===== src/rtl/store_buffer_pkg.sv =====
// Shared types and the byte-lane helpers used by the store buffer
// and its snoop comparator.
package store_buffer_pkg;

  typedef enum logic [1:0] {
    SZ_BYTE = 2'd0,
    SZ_HALF = 2'd1,
    SZ_WORD = 2'd2
  } mem_size_t;

  typedef struct packed {
    logic        valid;
    logic [29:0] waddr;
    logic [3:0]  be;
    logic [31:0] data;
  } sb_entry_t;

  typedef struct packed {
    logic [3:0]  be;
    logic [31:0] data;
  } lane_t;

  // Size code 3 is reserved and falls through to the word case.
  function automatic logic [3:0] size_mask(input logic [1:0] size, input logic [1:0] a);
    case (mem_size_t'(size))
      SZ_BYTE: return 4'b0001 << a;
      SZ_HALF: return a[1] ? 4'b1100 : 4'b0011;
      default: return 4'b1111;
    endcase
  endfunction

  function automatic lane_t build_lanes(input logic [1:0] size, input logic [1:0] a,
                                        input logic [31:0] d);
    lane_t l;
    l.be = size_mask(size, a);
    case (mem_size_t'(size))
      SZ_BYTE: l.data = {24'd0, d[7:0]} << {a, 3'b000};
      SZ_HALF: l.data = a[1] ? {d[15:0], 16'd0} : {16'd0, d[15:0]};
      default: l.data = d;
    endcase
    return l;
  endfunction

endpackage


===== src/rtl/store_buffer_snoop.sv =====
// Combinational load snoop: youngest same-word entry decides hit/forward,
// any same-line entry without a hit is reported as a line conflict.
module sb_snoop
  import store_buffer_pkg::*;
#(
  parameter int DEPTH      = 4,
  parameter int LINE_BYTES = 16
) (
  input  sb_entry_t                  entries [DEPTH],
  input  logic [$clog2(DEPTH)-1:0]   head,
  input  logic [$clog2(DEPTH):0]     count,
  input  logic [31:0]                addr,
  input  logic [1:0]                 size,
  output logic                       hit,
  output logic                       line_conflict,
  output logic [31:0]                data
);

  localparam int PTR_W      = $clog2(DEPTH);
  localparam int LINE_SHIFT = $clog2(LINE_BYTES);

  logic [3:0]       load_be;
  logic [3:0]       match_be;
  logic [31:0]      match_data;
  logic             match_found;
  logic             line_any;
  logic [PTR_W-1:0] idx;

  always_comb begin
    load_be     = size_mask(size, addr[1:0]);
    match_found = 1'b0;
    match_be    = '0;
    match_data  = '0;
    line_any    = 1'b0;
    idx         = head;
    // Walk oldest to youngest so the last word match seen is the youngest.
    for (int i = 0; i < DEPTH; i++) begin
      idx = head + PTR_W'(i);
      if (((PTR_W+1)'(i) < count) && entries[idx].valid) begin
        if (entries[idx].waddr == addr[31:2]) begin
          match_found = 1'b1;
          match_be    = entries[idx].be;
          match_data  = entries[idx].data;
        end
        if (entries[idx].waddr[29:LINE_SHIFT-2] == addr[31:LINE_SHIFT]) begin
          line_any = 1'b1;
        end
      end
    end
    hit           = match_found && ((match_be & load_be) == load_be);
    line_conflict = !hit && line_any;
    data          = hit ? match_data : '0;
  end

endmodule


===== src/rtl/store_buffer.sv =====
// In-order store FIFO between MEM and the dcache write port, with a
// combinational load snoop over the queued entries.
module store_buffer
  import store_buffer_pkg::*;
#(
  parameter int DEPTH          = 4,
  parameter int LINE_BYTES     = 16,
  parameter bit CHECK_OVERFLOW = 1'b1
) (
  input  logic        clk_i,
  input  logic        reset_i,
  input  logic        put_enable_i,
  input  logic [31:0] put_addr_i,
  input  logic [31:0] put_data_i,
  input  logic [1:0]  put_size_i,
  input  logic        get_enable_i,
  input  logic [31:0] snoop_addr_i,
  input  logic [1:0]  snoop_size_i,
  output logic        snoop_hit_o,
  output logic        snoop_line_conflict_o,
  output logic [31:0] snoop_data_o,
  output logic        full_o,
  output logic        empty_o,
  output logic        dcache_wr_valid_o,
  output logic [31:0] dcache_wr_addr_o,
  output logic [31:0] dcache_wr_data_o,
  output logic [3:0]  dcache_wr_be_o,
  input  logic        dcache_wr_ready_i
);

  localparam int PTR_W = $clog2(DEPTH);

  sb_entry_t        entries [DEPTH];
  sb_entry_t        put_entry;
  lane_t            put_lanes;
  logic [PTR_W-1:0] head_reg, head_next;
  logic [PTR_W-1:0] tail_reg, tail_next;
  logic [PTR_W:0]   count_reg, count_next;
  logic             full, empty, push, pop;

  assign full  = (count_reg == (PTR_W+1)'(DEPTH));
  assign empty = (count_reg == '0);

  // A put while full is dropped even if the head pops in the same cycle.
  assign push = put_enable_i && !full;
  assign pop  = dcache_wr_valid_o && dcache_wr_ready_i;

  always_comb begin
    put_lanes       = build_lanes(put_size_i, put_addr_i[1:0], put_data_i);
    put_entry.valid = 1'b1;
    put_entry.waddr = put_addr_i[31:2];
    put_entry.be    = put_lanes.be;
    put_entry.data  = put_lanes.data;
  end

  always_comb begin
    head_next  = head_reg;
    tail_next  = tail_reg;
    count_next = count_reg;
    if (push) tail_next = tail_reg + 1'b1;
    if (pop)  head_next = head_reg + 1'b1;
    case ({push, pop})
      2'b10:   count_next = count_reg + 1'b1;
      2'b01:   count_next = count_reg - 1'b1;
      default: count_next = count_reg;
    endcase
  end

  always_ff @(posedge clk_i or posedge reset_i) begin
    if (reset_i) begin
      head_reg  <= '0;
      tail_reg  <= '0;
      count_reg <= '0;
    end else begin
      head_reg  <= head_next;
      tail_reg  <= tail_next;
      count_reg <= count_next;
    end
  end

  // Push and pop never target the same slot: that needs count 0 or DEPTH.
  for (genvar gi = 0; gi < DEPTH; gi++) begin : g_entry
    always_ff @(posedge clk_i or posedge reset_i) begin
      if (reset_i) begin
        entries[gi] <= '0;
      end else if (push && (tail_reg == PTR_W'(gi))) begin
        entries[gi] <= put_entry;
      end else if (pop && (head_reg == PTR_W'(gi))) begin
        entries[gi].valid <= 1'b0;
      end
    end
  end

  assign full_o            = full;
  assign empty_o           = empty;
  assign dcache_wr_valid_o = get_enable_i && !empty;
  assign dcache_wr_addr_o  = {entries[head_reg].waddr, 2'b00};
  assign dcache_wr_data_o  = entries[head_reg].data;
  assign dcache_wr_be_o    = entries[head_reg].be;

  sb_snoop #(
    .DEPTH      (DEPTH),
    .LINE_BYTES (LINE_BYTES)
  ) u_snoop (
    .entries       (entries),
    .head          (head_reg),
    .count         (count_reg),
    .addr          (snoop_addr_i),
    .size          (snoop_size_i),
    .hit           (snoop_hit_o),
    .line_conflict (snoop_line_conflict_o),
    .data          (snoop_data_o)
  );

  if (CHECK_OVERFLOW) begin : g_overflow_check
    assert property (@(posedge clk_i) disable iff (reset_i) !(put_enable_i && full))
      else $error("store_buffer: put while full was dropped");
  end

endmodule


===== config.mk =====
export PLATFORM = sky130hd
export DESIGN_NAME = store_buffer
export DESIGN_NICKNAME = d
export VERILOG_FILES = /design/src/rtl/store_buffer_pkg.sv /design/src/rtl/store_buffer_snoop.sv /design/src/rtl/store_buffer.sv
export SDC_FILE = /design/constraint.sdc
export NUM_CORES = 1
export LEC_CHECK = 0
export CAP_MARGIN = 20
export CORE_MARGIN = 2
export CORE_UTILIZATION = 50
export DETAILED_ROUTE_END_ITERATION = 6
export GPL_TIMING_DRIVEN = 0
export HOLD_SLACK_MARGIN = 0.03
export PLACE_DENSITY_LB_ADDON = 0.08
export SYNTH_ARGS = -nofsm -noshare
export SYNTH_HDL_FRONTEND = slang
export SYNTH_SLANG_ARGS = --single-unit

===== constraint.sdc =====
create_clock -name clk_i -period 17.54 [get_ports clk_i]
set_clock_uncertainty 0.05 [all_clocks]
set_input_delay 2.631 -clock clk_i [delete_from_list [all_inputs] [get_ports clk_i]]
set_output_delay 2.631 -clock clk_i [all_outputs]
set_load 0.1 [all_outputs]

Word level (Yosys, flattened, before mapping)
Index checks and enable logic that the tools add are counted.
{ "op_classes": {"n_lt_le_gt_ge": 8, "n_mux": 60, "n_eq_ne": 20, "reduce_logical": 30, "add_sub_neg": 6, "n_bitwise": 5, "shift": 3} }
{ "ops": {"columns": ["cell", "count"], "rows": [
  ["binary-select mux 67 bit (select 2 bit)", 4],
  ["2-to-1 mux 67 bit", 8],
  ["2-to-1 mux 32 bit", 10],
  ["== test 30 bit", 4],
  ["== test 28 bit", 4],
  ["one-hot mux 32 bit (2 select lines)", 1],
  ["2-to-1 mux 4 bit", 10],
  ["<< shifter 8 x 5 -> 32 bit", 1],
  ["2-to-1 mux 1 bit", 24],
  ["logical AND 1 bit", 17],
  ["one-hot mux 4 bit (2 select lines)", 2],
  ["greater-or-equal comparator 3 bit, second input constant", 4],
  ["inverter 2 -> 3 bit", 4],
  ["== test 2 x 1 -> 1 bit, second input constant", 5],
  ["== test 2 bit, second input constant", 5],
  ["nonzero test 2 bit", 5],
  ["logical NOT 2 bit", 4],
  ["<< shifter 1 x 2 -> 4 bit, first input constant", 2],
  ["less-than comparator 1 x 3 -> 1 bit, first input constant", 2],
  ["less-than comparator 2 x 3 -> 1 bit, first input constant", 2],
  ["one-hot mux 3 bit (2 select lines)", 1],
  ["adder 2 x 1 -> 2 bit, second input constant", 2],
  ["adder 2 bit, second input constant", 2],
  ["AND 4 bit", 1],
  ["other kinds (6)", 8]
]} }
{ "totals": {"inputBits": 105, "ff_bits": 275, "wordCells": 151, "output_inout_bits": 105} }

Depth between registers and ports, before layout
{ "depth": {"ltp_word": 18, "mapped_depth": 24, "mapped_depth_nobuf": 12} }

By module
Synthesis repeated with hierarchy kept, for this count alone.
{ "unflattened": {"cells_unflattened": 1906, "area_unflattened_um2": 22486.6} }
{ "modules_own_cells": {"columns": ["module", "seq_area_each_um2", "cells_each", "area_per_inst_um2", "instances"], "rows": [
  ["store_buffer", 6881.6, 852, 13497.9, 1],
  ["sb_snoop", 0.0, 1054, 8988.6, 1]
]} }

Least setup slack after synthesis
Ideal clock, no wire load.
{ "synth_timing": {"path_kind": "reg-to-output", "start": "reg head_reg[1]", "end": "out snoop_line_conflict_o", "stages_incl_launch_ff": 24, "path_buffers": 11, "t_required_ns": 14.859, "path_slack_ns": 7.708, "arrival_ns": 7.151, "path_cell_list": "dfrtp_1 -> clkbuf_1 -> buf_2 -> buf_2 -> buf_2 -> buf_1 -> clkbuf_1 -> clkbuf_1 -> inv_1 -> ha_1 -> buf_2 -> buf_2 -> mux4_2 -> xnor2_1 -> nand4_1 -> nor4_1 -> and4_1 -> buf_2 -> nor2_1 -> a221oi_1 -> o31ai_1 -> nor4b_4 -> buf_2 -> nor2_1"} }
{ "synth_via": {"elab_chain_len": 18, "word_cells_on_any_way": 60, "classes_between": "add/sub: 3; eq/ne: 9; mux: 36; bitwise: 5; reduce/logical: 7"} }
{ "synth_lines": {"columns": ["item", "line", "text"], "rows": [
  ["start: declaration", "store_buffer.sv:36", "logic [PTR_W-1:0] head_reg, head_next;"],
  ["start signal: assignment", "store_buffer.sv:75", "head_reg <= head_next;"],
  ["branches (longest 15 deep; another with adder 2 x 1 -> 2 bit)", null, null],
  ["logical AND 1 bit *", "store_buffer_snoop.sv:50", "hit = match_found && ((match_be & load_be) == load_be);"],
  ["named net snoop_hit_o", "store_buffer.sv:19", "output logic snoop_hit_o,"],
  ["logical NOT 1 bit *", "store_buffer_snoop.sv:51", "line_conflict = !hit && line_any;"],
  ["logical AND 1 bit *", "store_buffer_snoop.sv:51", null],
  ["end: declaration", "store_buffer.sv:20", "output logic snoop_line_conflict_o,"]
]} }
Mark *: on every way through the listed nets, which the timed path passes. The select of a mux whose other input is x is not followed.

Worst setup path after layout
{ "layout_timing": {"start": "reg head_reg[1]", "end": "out snoop_data_o[3]"} }
{ "layout_via": {"elab_chain_len": 17, "word_cells_on_any_way": 55, "classes_between": "add/sub: 3; eq/ne: 5; mux: 37; bitwise: 5; reduce/logical: 5"} }
{ "layout_lines": {"columns": ["item", "line", "text"], "rows": [
  ["branches (longest 16 deep; another with adder 2 x 1 -> 2 bit)", null, null],
  ["2-to-1 mux 32 bit *", "store_buffer_snoop.sv:52", "data = hit ? match_data : '0;"],
  ["end: declaration", "store_buffer.sv:21", "output logic [31:0] snoop_data_o,"]
]} }
Every way passes the cells marked *. The select of a mux whose other input is x is not followed.

==> flow_metrics.tcl <==
set metrics [dict create \
    status "completed" \
    clock_latency_ps 570 \
    worstMarginPinSlew_ps 1070 \
    final_antenna_net_count 0 \
    synth.distinct_cells 55 \
    io_pins 210 \
    coreArea_sq_um 39600 \
    layout_setup_ws_ps 3940 \
    end_kind "primary output" \
    worst_hold_slack_ps 497 \
    post_cts_resized 0 \
    relSlewSlack 0.286 \
    cts_buffers 31 \
    drive_above_1_share 0.242 \
    ys_warn_count 0 \
    clockRootBuffer "clkbuf_16" \
    syn_area_per_cell_sq_um 11.6 \
    grt_pass1_wl_mm 105 \
    synth_edf_count 0 \
    num_rows 73 \
    yosys.area.top_type "dfrtp_1" \
    criticalPathCategory "flop to primary output" \
    die_area_sq_um 41700 \
    period_share 0.775 \
    worstHoldPathType "flop to flop" \
    cts_buffer_depth 3 \
    synth_ff_type "dfrtp_1" \
    clkTransAtPathRegs_ps 70 \
    cts_tree "done" \
    grt_overflow 0 \
    detail_route.wl_per_cell_um 27.9 \
    drt_drc_violations_left 0 \
    vias_per_cell 6.62 \
    cts_htree_levels 1 \
    layout_commonest_cell "dfrtp_1" \
    pre_cts_ws_ps 4720 \
    worst_setup_path_start_kind "flop" \
    grt_use_total 0.339 \
    setup_viol 0 \
    tns_ps 0 \
    grt_setup_unrepaired "false" \
    syn_inst 1724 \
    wirelength_mm 69.6 \
    fin_nets 2060 \
    drt_iter0_markers 1379 \
    arrival_ps 10910 \
    place.port_buffers 182 \
    finalHoldViolCount 0 \
    grt_pass1_vias 16600 \
    syn_area_sq_um 20000 \
    finalMaxSlewViolations 0 \
    ys_async_sr_fraction 1.00 \
    fin_crit_ps 13600 \
    fmax_mhz 73.6 \
    netlist_top_cells_area "dfrtp_1, mux4_2, mux2_2" \
    cp_data_required_time_ps 14860 \
    drv_cap 0 \
    first_pass_iters 7 \
    vias 16500 \
    dp_hpwl_mm 50.8 \
    cp_max_fo 10 \
    seq_area_frac_synth 0.343 \
    start_util 0.506 \
    die_w_um 204 \
    mostFrequentLayoutCells "dfrtp_1, mux4_2, nand2_1" \
    clkSinkCount 275 \
    ctsHoldBuffers 0 \
    gp_congestion 0.947 \
    largest_reg_flops 268 \
    synth-seq-cells 275 \
    grt_max_degree 130 \
    antenna_found_initial 3 \
    yosysTopAreaCellShare 0.343 \
    post-cts-setup-buffers 0 \
    area_growth_pct 17.9 \
    die_h_um 204 \
]
worst max-delay path, stage by stage, from the launching register on:
cell and delay (ps):
dfrtp_1 380, clkbuf_1 330, buf_2 430, buf_2 360, buf_2 410, buf_1 770
clkbuf_1 580, clkbuf_1 710, inv_1 200, ha_1 320, buf_2 340, buf_4 350
mux4_2 550, xnor2_1 380, nand4_1 220, nor4_1 360, nand4_1 420, nor3_1 520
clkbuf_1 540, clkbuf_1 550, nand2_1 90, o21ai_0 100, and2_1 220, clkdlybuf4s50_1 1160
layout make-up:
type	instances	area [sq um]
fillers	3317	16000
multi-input cells	1264	12400
flip-flops and latches	275	6880
repair buffers	185	1890
clock buffers	46	912
plain buffers	166	727
well taps	525	657
clock inverters	10	106
inverters	20	82.6
diodes	1	2.50
cells by family after synthesis:
kind of cell	share of synthesized area
AO/OA/AOI/OAI	0.0962
XOR/XNOR	0.0594
adder cells (fa/ha/maj)	0.00749
buffers and inverters	0.0400
flip-flops	0.343
multiplexers	0.367
other	0.000187
AND/OR/NAND/NOR	0.0863
worst paths after layout:
| kind | depth (start not counted) | slack (ps) | startpoint | to |
|---|---|---|---|---|
| setup / recovery | 23 | 3940 | head_reg[1] | snoop_data_o[3] |
| hold / removal | 2 | 500 | entries[80] | entries[80] |
| setup reg to reg | 19 | 9190 | head_reg[1] | head_reg[1] |
| hold reg to reg | 2 | 500 | entries[80] | entries[80] |
| max in group asynchronous | 3 | 13930 | reset_i | entries[149] |
| min in group asynchronous | 2 | 2450 | reset_i | entries[61] |
layer usage:
metal,vias to the layer above,global-route usage,part of all wire
met2,903,0.563,0.49
met3,203,0.0635,0.088
met5,-,0,0
met4,0,0.182,0.056
li1,6943,-,-
met1,8436,0.421,0.37
synthesized netlist by cell type, drive strengths merged, types with 19 or more instances:
cell / number
o21a: 32
a21oi: 19
nor2: 23
mux4: 247
nand4: 27
buf: 78
nand2: 246
mux2i: 43
o21ai: 183
inv: 20
a22oi: 58
mux2: 121
xor2: 23
and2: 35
clkbuf: 88
xnor2: 113
dfrtp: 275
per-stage QoR:
step	instance area, sq um	instances	util
4_1_cts	23600	2490	0.595
3_3_place_gp	22500	2432	0.568
5_1_grt	23600	2492	0.596
2_1_floorplan	20000	1725	-
6_report	23600	2492	0.596
3_5_place_dp	22600	2434	0.570
Power is not shown: default switching activity piles up to over one toggle a cycle in this logic, so the estimate is an artifact.
